<file path="src/rtl/fv_bank_req_arbiter.sv">
`default_nettype none
// ============================================================================
// Module  : fv_bank_req_arbiter
// Brief   : Shares one Big FV bank controller between NUM_PE Edge PE readers
//           and one write-back source. Issues single-cycle read packets or
//           gap-free write-back bursts. Reads rotate round-robin, and
//           write-back has priority for at most WB_STREAK_MAX bursts in a row
//           while reads are waiting.
// Revision: 1.0  initial release
// ============================================================================
module fv_bank_req_arbiter #(
  parameter int NUM_PE        = 4,
  parameter int NODE_W        = 8,
  parameter int DATA_W        = 64,
  parameter int WB_STREAK_MAX = 3,
  localparam int c_tag_w      = (NUM_PE > 1) ? $clog2(NUM_PE) : 1
) (
  input  logic                     clk,
  input  logic                     reset,
  input  logic                     update_phase,
  input  logic                     bank_available,
  input  logic                     rd_done,
  input  logic [NUM_PE-1:0]        rd_req,
  input  logic [NUM_PE*NODE_W-1:0] rd_node_id,
  output logic [NUM_PE-1:0]        rd_ack,
  input  logic                     wb_req,
  input  logic [NODE_W-1:0]        wb_node_id,
  input  logic [DATA_W-1:0]        wb_data,
  input  logic                     wb_eos,
  output logic                     wb_ready,
  output logic                     req_valid,
  output logic                     req_rd_wr,
  output logic                     req_wr_eos,
  output logic [NODE_W-1:0]        req_node_id,
  output logic [c_tag_w-1:0]       req_pe_tag,
  output logic [DATA_W-1:0]        req_data,
  output logic                     busy,
  output logic                     wb_underrun
);

  localparam int c_streak_w = (WB_STREAK_MAX > 0) ? $clog2(WB_STREAK_MAX + 1) : 1;
  localparam logic [c_streak_w-1:0] c_streak_max = c_streak_w'(WB_STREAK_MAX);

  typedef enum logic [1:0] {
    S_IDLE      = 2'd0,
    S_RD_WAIT   = 2'd1,
    S_WB_STREAM = 2'd2
  } state_t;

  state_t                r_state;
  logic [c_tag_w-1:0]    r_rr_ptr;
  logic [c_streak_w-1:0] r_streak;
  logic                  r_rd_seen;   // a read was waiting at some point in the open burst

  logic                  r_req_valid;
  logic                  r_req_rd_wr;
  logic                  r_req_wr_eos;
  logic [NODE_W-1:0]     r_req_node_id;
  logic [c_tag_w-1:0]    r_req_pe_tag;
  logic [DATA_W-1:0]     r_req_data;
  logic [NUM_PE-1:0]     r_rd_ack;
  logic                  r_wb_underrun;

  logic                  w_any_rd;
  logic                  w_issue;
  logic                  w_grant_wr;
  logic                  w_rd_found;
  logic [c_tag_w-1:0]    w_rd_sel;
  logic [c_tag_w-1:0]    w_idx;
  logic [NODE_W-1:0]     w_rd_node;
  logic                  w_rd_pending;
  logic [c_streak_w-1:0] w_streak_next;

  assign w_any_rd = |rd_req;

  // A decision happens only from IDLE with the bank free and not streaming.
  assign w_issue = (r_state == S_IDLE) && !update_phase && bank_available &&
                   (w_any_rd || wb_req);

  // Write wins unless reads have already waited through WB_STREAK_MAX bursts.
  assign w_grant_wr = wb_req && (!w_any_rd || (r_streak < c_streak_max));

  // Round-robin search: first requesting PE at or above rr_ptr, wrapping.
  // Scanning from the far end lets the nearest candidate overwrite the rest.
  always_comb begin
    w_rd_found = 1'b0;
    w_rd_sel   = '0;
    w_idx      = '0;
    for (int k = NUM_PE - 1; k >= 0; k--) begin
      w_idx = r_rr_ptr + c_tag_w'(k);
      if (rd_req[w_idx]) begin
        w_rd_found = 1'b1;
        w_rd_sel   = w_idx;
      end
    end
  end

  assign w_rd_node = rd_node_id[int'(w_rd_sel)*NODE_W +: NODE_W];

  // Streak bookkeeping applied when a burst closes.
  assign w_rd_pending  = w_any_rd || ((r_state == S_WB_STREAM) && r_rd_seen);
  assign w_streak_next = !w_rd_pending            ? '0 :
                         (r_streak == c_streak_max) ? c_streak_max :
                                                      r_streak + c_streak_w'(1);

  // Write-back handshake is open on a write decision and for the whole burst.
  assign wb_ready = !reset &&
                    ((w_issue && w_grant_wr) || (r_state == S_WB_STREAM));
  assign busy     = (r_state != S_IDLE);

  // Arbitration FSM with registered packet, ack and underrun outputs.
  always_ff @(posedge clk or posedge reset) begin
    if (reset) begin
      r_state       <= S_IDLE;
      r_rr_ptr      <= '0;
      r_streak      <= '0;
      r_rd_seen     <= 1'b0;
      r_req_valid   <= 1'b0;
      r_req_rd_wr   <= 1'b0;
      r_req_wr_eos  <= 1'b0;
      r_req_node_id <= '0;
      r_req_pe_tag  <= '0;
      r_req_data    <= '0;
      r_rd_ack      <= '0;
      r_wb_underrun <= 1'b0;
    end else begin
      // Packet fields idle at zero unless something issues this cycle.
      r_req_valid   <= 1'b0;
      r_req_rd_wr   <= 1'b0;
      r_req_wr_eos  <= 1'b0;
      r_req_node_id <= '0;
      r_req_pe_tag  <= '0;
      r_req_data    <= '0;
      r_rd_ack      <= '0;

      case (r_state)
        S_IDLE: begin
          if (w_issue) begin
            if (w_grant_wr) begin
              r_req_valid   <= 1'b1;
              r_req_rd_wr   <= 1'b1;
              r_req_wr_eos  <= wb_eos;
              r_req_node_id <= wb_node_id;
              r_req_data    <= wb_data;
              r_rd_seen     <= w_any_rd;
              if (wb_eos) begin
                r_streak <= w_streak_next;
              end else begin
                r_state <= S_WB_STREAM;
              end
            end else if (w_rd_found) begin
              r_req_valid        <= 1'b1;
              r_req_node_id      <= w_rd_node;
              r_req_pe_tag       <= w_rd_sel;
              r_rd_ack[w_rd_sel] <= 1'b1;
              r_rr_ptr           <= w_rd_sel + c_tag_w'(1);
              r_streak           <= '0;
              r_state            <= S_RD_WAIT;
            end
          end
        end

        S_RD_WAIT: begin
          if (rd_done) begin
            r_state <= S_IDLE;
          end
        end

        S_WB_STREAM: begin
          if (wb_req) begin
            r_req_valid   <= 1'b1;
            r_req_rd_wr   <= 1'b1;
            r_req_wr_eos  <= wb_eos;
            r_req_node_id <= wb_node_id;
            r_req_data    <= wb_data;
            r_rd_seen     <= r_rd_seen || w_any_rd;
            if (wb_eos) begin
              r_streak <= w_streak_next;
              r_state  <= S_IDLE;
            end
          end else begin
            // Source stalled inside an open burst: flag it and leave a gap.
            r_wb_underrun <= 1'b1;
          end
        end

        default: begin
          r_state <= S_IDLE;
        end
      endcase
    end
  end

  assign req_valid   = r_req_valid;
  assign req_rd_wr   = r_req_rd_wr;
  assign req_wr_eos  = r_req_wr_eos;
  assign req_node_id = r_req_node_id;
  assign req_pe_tag  = r_req_pe_tag;
  assign req_data    = r_req_data;
  assign rd_ack      = r_rd_ack;
  assign wb_underrun = r_wb_underrun;

endmodule
`default_nettype wire

</file>
<file path="config.mk">
export PLATFORM = sky130hd
export DESIGN_NAME = fv_bank_req_arbiter
export DESIGN_NICKNAME = d
export VERILOG_FILES = /design/src/rtl/fv_bank_req_arbiter.sv
export SDC_FILE = /design/constraint.sdc
export NUM_CORES = 1
export LEC_CHECK = 0
export CAP_MARGIN = 20
export CELL_PAD_IN_SITES_DETAIL_PLACEMENT = 0
export CELL_PAD_IN_SITES_GLOBAL_PLACEMENT = 1
export CORE_MARGIN = 2
export CORE_UTILIZATION = 30
export CTS_CLUSTER_DIAMETER = 120
export CTS_CLUSTER_SIZE = 40
export DETAILED_ROUTE_END_ITERATION = 8
export PLACE_DENSITY_LB_ADDON = 0.1
export REMOVE_ABC_BUFFERS = 1
export SETUP_SLACK_MARGIN = 0.05
export SLEW_MARGIN = 20
export SYNTH_ARGS = -nofsm -noshare
export SYNTH_HDL_FRONTEND = slang
export SYNTH_SLANG_ARGS = --single-unit
export TNS_END_PERCENT = 30
</file>
<file path="constraint.sdc">
create_clock -name clk -period 5.4 [get_ports clk]
set_clock_uncertainty 0.05 [all_clocks]
set_input_delay 0.81 -clock clk [delete_from_list [all_inputs] [get_ports clk]]
set_output_delay 0.81 -clock clk [all_outputs]
set_load 0.02 [all_outputs]
</file>
-- After elaboration in Yosys (flattened, before gate mapping)
Index checks and enable logic that the tools add are counted.
- register bits after elaboration: 89
- input port bits: 115
- output and inout port bits: 84
- logic and storage cells: 129
- add/sub/neg operators: 5
- $lt $le $gt $ge: 7
- equal/unequal tests: 10
- shifts and indexed selects: 1
- muxes and demuxes: 67
- bitwise logic cells: 2
- reduce and logical (&&, ||, !) cells: 25
- operators by type and width (cell ; count):
    64-bit 2-to-1 mux ; 3
    64-bit one-hot mux with 2 select lines ; 1
    2-bit 2-to-1 mux ; 22
    8-bit 2-to-1 mux ; 4
    32-bit by 6-bit variable part select with 8-bit output ; 1
    1-bit 2-to-1 mux ; 21
    4-bit 2-to-1 mux ; 4
    8-bit one-hot mux with 2 select lines ; 1
    2-bit by 3-bit less-than comparator with 1-bit output, second input constant ; 5
    4-bit AND reduction ; 3
    2-bit inequality test, second input constant ; 5
    1-bit binary-select mux with 2-bit select ; 4
    1-bit logical AND ; 8
    1-bit one-hot mux with 2 select lines ; 4
    2-bit by 1-bit adder with 2-bit output, second input constant ; 3
    3-bit inequality test, second input constant ; 2
    2-bit one-hot mux with 3 select lines ; 1
    6-bit AND reduction ; 1
    1-bit logical OR ; 5
    2-bit adder, second input constant ; 2
    2-bit == test, second input constant ; 2
    2-bit one-hot mux with 2 select lines ; 1
    2-bit nonzero test ; 2
    4-bit OR reduction ; 1
    8 further kinds ; 11

-- Longest topological paths before layout
Gate-level depths: netlist (run 1).
- depth after elaboration: 15
- depth in mapped cells: 9
- depth with buffers taken out: 7

-- Worst setup path before layout (run 1)
No wires, ideal clock.
- path type: in2out
- from: input rd_req[1]
- to: output wb_ready
- arrival time: 1.888 ns
- required time: 4.540 ns
- setup slack: 2.652 ns
- stages: 4
- buffers on the path: 0
- cell sequence: or4_4 nand3_1 a31oi_1 nor2_1
- word-level cells in the longest chain between the ends: 7
- elaborated cells on any way between the ends: 9
- classes of those cells: reduce/logical: 9
- ends and longest elaborated chain (what ; RTL line ; source):
    from (decl) ; 23 ; input logic [NUM_PE-1:0] rd_req,
    4-bit OR reduction * ; 74 ; assign w_any_rd = |rd_req;
    1-bit logical NOT ; 81 ; assign w_grant_wr = wb_req && (!w_any_rd || (r_streak < c_streak_max));
    1-bit logical OR ; 81 ;
    1-bit logical AND ; 81 ;
    1-bit logical AND * ; 108 ; ((w_issue && w_grant_wr) || (r_state == S_WB_STREAM));
    1-bit logical OR * ; 108 ;
    1-bit logical AND * ; 107 ; assign wb_ready = !reset &&
    to (decl) ; 30 ; output logic wb_ready,
Mark *: on every way between the ends. The rest lies on a longest branch, timed or not.

-- Worst setup path in the final report (run 1)
- from: input rd_req[3]
- to: output wb_ready
Same word-level chain as after synthesis.

==> impl_metrics.env, run 1 <==
export IMPL_drtIter0Drc=110
export IMPL_powerDensity_nw_per_um2=344
export IMPL_ctsResizeCount=0
export IMPL_synth_cell_types=33
export IMPL_finalMaxSlewViolations=0
export IMPL_grt_use_total_pct=14.9
export IMPL_coreArea_um2=10900
export IMPL_gp_congestion=0.765
export IMPL_cts_sinks=89
export IMPL_finalCritPeriodShare_pct=69.4
export IMPL_synth_edf_count=0
export IMPL_rows=38
export IMPL_clk_latency_ns=0.33
export IMPL_crit_required_ns=4.54
export IMPL_cp_end_kind="primary output"
export IMPL_first_global_vias=2659
export IMPL_hold_violations=0
export IMPL_htreeDepth=3
export IMPL_io_pins=199
export IMPL_hp_class="reg -> reg"
export IMPL_syn_area_per_cell_um2=13.2
export IMPL_cts_root_buffer="clkbuf_16"
export IMPL_viasPerCell=4.38
export IMPL_crit_arrival_ns=2.89
export IMPL_grt_pass1_wl_mm=14.3
export IMPL_drv_cap=0
export IMPL_syn_inst=257
export IMPL_rsz0062_at_grt="no"
export IMPL_finalSetupViolCount=0
export IMPL_fmax_mhz=267
export IMPL_place_inst=588
export IMPL_numCtsBuffers=9
export IMPL_cts_max_path_buffers=2
export IMPL_slew_headroom_pct=51.0
export IMPL_tightest_slew_ns=0.735
export IMPL_synth_top_area_cell="dfrtp_1"
export IMPL_fillers=1003
export IMPL_drc=0
export IMPL_dr_pass1_iters=6
export IMPL_synth_area_um2=3400
export IMPL_via_count=2645
export IMPL_place_area_um2=5510
export IMPL_path_clk_slew_ns=0.06
export IMPL_p_leak_nw=2.62
export IMPL_avgRoutedWirePerCell_um=14.9
export IMPL_ff_latch_area_um2=2230
export IMPL_fin_util_pct=53.4
export IMPL_crit_type="in -> out"
export IMPL_die_width_um=111
export IMPL_fin_nets=578
export IMPL_synthTopCellsByArea="dfrtp_1, and2_1, mux2i_1"
export IMPL_grt_max_degree=59
export IMPL_synthFlopType="dfrtp_1"
export IMPL_die_area_um2=12200
export IMPL_status="finished clean"
export IMPL_max_vdd_ir_drop_uv=140
export IMPL_period_needed_ns=3.75
export IMPL_antenna_found_initial=0
export IMPL_cts_tree="done"
export IMPL_cts_setup_buffers=0
export IMPL_crit_fanout=5
export IMPL_multiInputGateArea_um2=1080
export IMPL_drt_total_wl_mm=8.98
export IMPL_p_total_w=0.00201
export IMPL_yosysWarningCount=0
export IMPL_n_antenna_cell=0
export IMPL_fin_cells=604
export IMPL_hpwl_mm=6.72
export IMPL_initial_core_util_pct=31.1
export IMPL_postLayoutCellArea_um2=5840
export IMPL_ys_ff_latch=89
export IMPL_port_buffers=198
export IMPL_hold_buffers=0
export IMPL_yosysTopAreaCellShare_pct=65.4
export IMPL_die_h_um=111
export IMPL_startpoint_type="input pin"
export IMPL_tns_ns=0
export IMPL_drive_gt1_share_pct=6.68
export IMPL_ant_nets=0
export IMPL_synth_async_reset_ratio_pct=100
export IMPL_yosysSeqAreaShare_pct=65.4
export IMPL_area_growth_pct=71.6
export IMPL_overflow=0
## synthesized netlist by cell type, types with 2 or more instances
library cell and n:
nor2b_1 4, o21ai_0 6, nor2_1 2, o21bai_1 2
nand2b_1 2, nand3_1 2, o221ai_1 8, buf_6 6
mux2i_1 16, inv_1 6, a21oi_1 6, ha_1 4
nand2_1 13, nand2_2 2, clkbuf_1 2, and2_1 69
dfrtp_1 89, a31oi_1 3
## layout make-up
type | count | share of cell area [%]
Tap cell | 140 | 3.00
Timing Repair Buffer | 201 | 34.4
Multi-Input combinational cell | 152 | 18.4
Clock inverter | 6 | 1.52
Clock buffer | 10 | 4.09
Sequential cell | 89 | 38.1
Inverter | 6 | 0.428
## logic make-up after synthesis
kind of cell	Yosys count	share of synthesized area (%)
buf+inv	16	3.53
fa+ha+maj	4	1.47
compound gates	33	6.84
simple gates	99	18.0
flops	89	65.4
mux	16	4.71
## layer usage
layer	vias to the layer above	GRT usage (%)	routed length, µm
li1	1256	-	-
met3	10	5.54	779
met4	0	5.67	156
met2	124	23.6	4300
met5	-	0	0
met1	1255	18.7	3750
## registers in the layout, indices dropped and copies added, names as in the netlist
signal and flops:
r_streak 2, req_data 64, r_rr_ptr 2, req_rd_wr 1, req_pe_tag 2, wb_underrun 1
r_rd_seen 1, r_state 2, rd_ack 4, req_wr_eos 1, req_valid 1, req_node_id 8
## stage by stage
step	hold slack (ns)	worst slack [ns]
after global routing	0.481	1.56
after CTS	0.438	1.64
after floorplan	0.437	1.47
after detailed placement	0.420	1.64
after global placement	0.418	1.66
final	0.439	1.65
## where the power goes
| part | switching [W] | total [W] | internal [W] | leakage (nW) |
|---|---|---|---|---|
| combinational | 0.000270 | 0.000554 | 0.000285 | 1.26 |
| clock | 0.000255 | 0.000674 | 0.000419 | 0.155 |
| sequential | 0.0000358 | 0.000783 | 0.000747 | 1.20 |
## cell usage in the layout, fill, tap and decap left out, drive strengths merged, types with 3 or more instances in the layout
cell type / n
clkdlybuf4s50: 198
clkbuf: 10
a31oi: 3
dfrtp: 89
nand2: 16
and2: 69
buf: 3
mux2i: 16
o221ai: 8
inv: 7
nor2b: 4
o21ai: 7
ha: 4
a21oi: 7
## path summary, 6_finish.rpt
| path | from | endpoint | slack [ns] | cells after the start |
|---|---|---|---|---|
| max | rd_req[3] | wb_ready | 1.65 | 6 |
| min | wb_underrun | wb_underrun | 0.44 | 1 |
| max reg2reg | r_state[1] | req_data[2] | 2.98 | 5 |
| min reg2reg | wb_underrun | wb_underrun | 0.44 | 1 |
| max in group asynchronous | reset | rd_ack[0] | 3.40 | 3 |
| min in group asynchronous | reset | r_state[1] | 0.81 | 2 |
## critical path, stage by stage
cell	delay, ns
clkdlybuf4s50_1	0.53
or4_4	0.56
nand3_1	0.14
a31oi_1	0.12
nor2_1	0.12
clkdlybuf4s50_1	0.61
Power figures use the tool's default switching activity.
==> run 2, diff against run 1 <==
Settings changed: CORE_UTILIZATION 30 to 28.
Clock period 5.4 ns to 3.7 ns, I/O delays scaled along.
==> run 2 against run 1 <==
Against the previous run:
- critical path depth stayed put
- sequential power is 46% higher
- die area is 6.9% higher
- worst hold slack hardly changed
- final cell count is 1.5% higher
- total power is 40% higher
- flip-flop and latch count stayed put
- wire length is 2.1% higher
- sequential share of layout area is 0.16 points higher
- non-clock buffer count is 2 higher
- combinational power is 46% higher
- final area is 0.43% lower
- critical path type unchanged
- critical endpoint unchanged
- largest power group unchanged
==> impl_metrics.env, run 2 (synthesized netlist as in run 1, its figures left out) <==
export IMPL_hp_class="reg -> reg"
export IMPL_grt_use_total_pct=14.5
export IMPL_final_common_cell="clkdlybuf4s50_1"
export IMPL_startpoint_type="input pin"
export IMPL_swShare_pct=29.1
export IMPL_crit_arrival_ns=2.62
export IMPL_rsz0062_at_grt="no"
export IMPL_crit_type="in -> out"
export IMPL_cts_tree="done"
export IMPL_finalSetupViolCount=0
export IMPL_cts_root_buffer="clkbuf_16"
export IMPL_whs_endpoint="wb_underrun"
export IMPL_status="finished clean"
export IMPL_crit_required_ns=3.09
export IMPL_combPwrFrac_pct=28.7
export IMPL_slowest_delay_ns=0.61
export IMPL_hold_path_startpoint="wb_underrun"
export IMPL_port_buffers=198
export IMPL_crit_chain="clkdlybuf4s50_1 > or4_4 > nand3_1 > a31oi_1 > nor2_1 > clkdlybuf4s50_1"
export IMPL_pwr_share_clk_pct=30.6
export IMPL_grt_pass1_wl_mm=14.2
export IMPL_switching_power_w=0.000818
export IMPL_period_needed_ns=3.22
export IMPL_slew_headroom_pct=51.7
export IMPL_tns_ns=0
export IMPL_largest_reg_flops=64
export IMPL_via_count=2640
export IMPL_timing_rr_end="req_node_id[2]"
export IMPL_gp_congestion=0.764
export IMPL_cts_max_path_buffers=2
export IMPL_hold_buffers=0
export IMPL_drt_total_wl_mm=9.17
export IMPL_grt_max_degree=59
export IMPL_rows=40
export IMPL_tightest_slew_ns=0.725
export IMPL_layout_common_cells="clkdlybuf4s50_1, dfrtp_1, and2_1"
export IMPL_n_antenna_cell=0
export IMPL_drv_cap=0
export IMPL_whs_path_depth=1
export IMPL_crit_reg2reg_launch="r_state[1]"
export IMPL_overflow=0
export IMPL_viasPerCell=4.31
export IMPL_drive_gt1_share_pct=6.87
export IMPL_intPower_w=0.00200
export IMPL_avgRoutedWirePerCell_um=15.0
export IMPL_initial_core_util_pct=28.5
export IMPL_p_leak_nw=2.61
export IMPL_powerDensity_nw_per_um2=484
export IMPL_worst_path_buf_inv=2
export IMPL_finalCritPeriodShare_pct=87.1
export IMPL_drtIter0Drc=95
export IMPL_io_pins=199
export IMPL_antenna_found_initial=0
export IMPL_fin_nets=580
export IMPL_slowest_stage="or4_4"
export IMPL_worst_slack_ns=0.476
export IMPL_cts_sinks=89
export IMPL_cts_setup_buffers=0
export IMPL_critical_path_top_delay_family="buffers and inverters"
export IMPL_htreeDepth=3
export IMPL_place_ws_ns=0.474
export IMPL_ctsResizeCount=0
export IMPL_die_area_um2=13100
export IMPL_drc=0
export IMPL_first_global_vias=2640
export IMPL_clk_latency_ns=0.34
export IMPL_cp_end_kind="primary output"
export IMPL_rr_worst_depth=5
export IMPL_max_vdd_ir_drop_uv=202
export IMPL_p_total_w=0.00281
export IMPL_path_common_cell="clkdlybuf4s50_1"
export IMPL_die_h_um=114
export IMPL_area_growth_pct=70.9
export IMPL_coreArea_um2=12000
export IMPL_path_clk_slew_ns=0.06
export IMPL_finalMaxSlewViolations=0
export IMPL_hold_violations=0
export IMPL_hpwl_mm=6.69
export IMPL_die_width_um=114
export IMPL_dr_pass1_iters=4
export IMPL_ant_nets=0
export IMPL_power_share_sequential_pct=40.7
export IMPL_fmax_mhz=310
export IMPL_r2r_setup_slack_ns=1.69
export IMPL_numCtsBuffers=9
export IMPL_crit_fanout=5
## run 2: cell count changes in the layout (fill, tap and decap cells not counted), sizes merged
cell and change:
clkinvlp -1, clkinv +1, buf +2, bufinv -2, clkbuf +2
## run 2: cell type report
cell class	count	area, µm²
tap	147	184
timing repair buffer	203	2020
inverter	6	25.0
clock inverter	4	26.3
sequential	89	2230
fill	1129	6150
clock buffer	12	256
multi-input combinational	152	1080
## run 2: metal layers
layer / wire length [µm] / track usage [%] / share of wire (%) / vias to the layer above
li1: - / - / - / 1260
met1: 3400 / 16.6 / 37 / 1262
met2: 4630 / 22.9 / 50 / 104
met3: 930 / 6.99 / 10 / 14
met4: 208 / 6.99 / 2.3 / 0
met5: 0 / 0 / 0 / -
## run 2: worst max-delay path by stage
stage,startpoint,endpoint,slack [ns],cells after the start
6_report,rd_req[1],wb_ready,0.48,6
2_1_floorplan,rd_req[2],r_rr_ptr[1],0.03,7
5_1_grt,rd_req[1],wb_ready,0.39,6
4_1_cts,rd_req[1],wb_ready,0.47,6
3_3_place_gp,rd_req[3],wb_ready,0.48,6
3_5_place_dp,rd_req[1],wb_ready,0.47,6
## run 2: worst reg2reg max path: cells and delay by family, from the launching register on
| family | cells | cell delay [ns] |
|---|---|---|
| flops | 1 | 0.45 |
| simple gates | 3 | 0.82 |
| compound gates | 2 | 0.60 |
## run 2: per-stage QoR
step                      utilization [%]  hold WS, ns  area [µm²]  cells
after floorplan                         -        0.437        3310    247
after CTS                            48.6        0.447        5820    613
final                                48.6        0.439        5820    613
after global placement               46.3        0.433        5530    597
after global routing                 48.6        0.478        5820    613
after detailed placement             46.3        0.429        5530    597
## run 2: power by group through the flow
stage | Combinational [W] | Clock, W | Sequential (W)
floorplan | 0.000291 | 0 | 0.00127
global placement | 0.000819 | 0 | 0.00116
detailed placement | 0.000823 | 0 | 0.00116
CTS | 0.000826 | 0.000899 | 0.00115
global route | 0.000877 | 0.000947 | 0.00116
finish | 0.000809 | 0.000861 | 0.00114
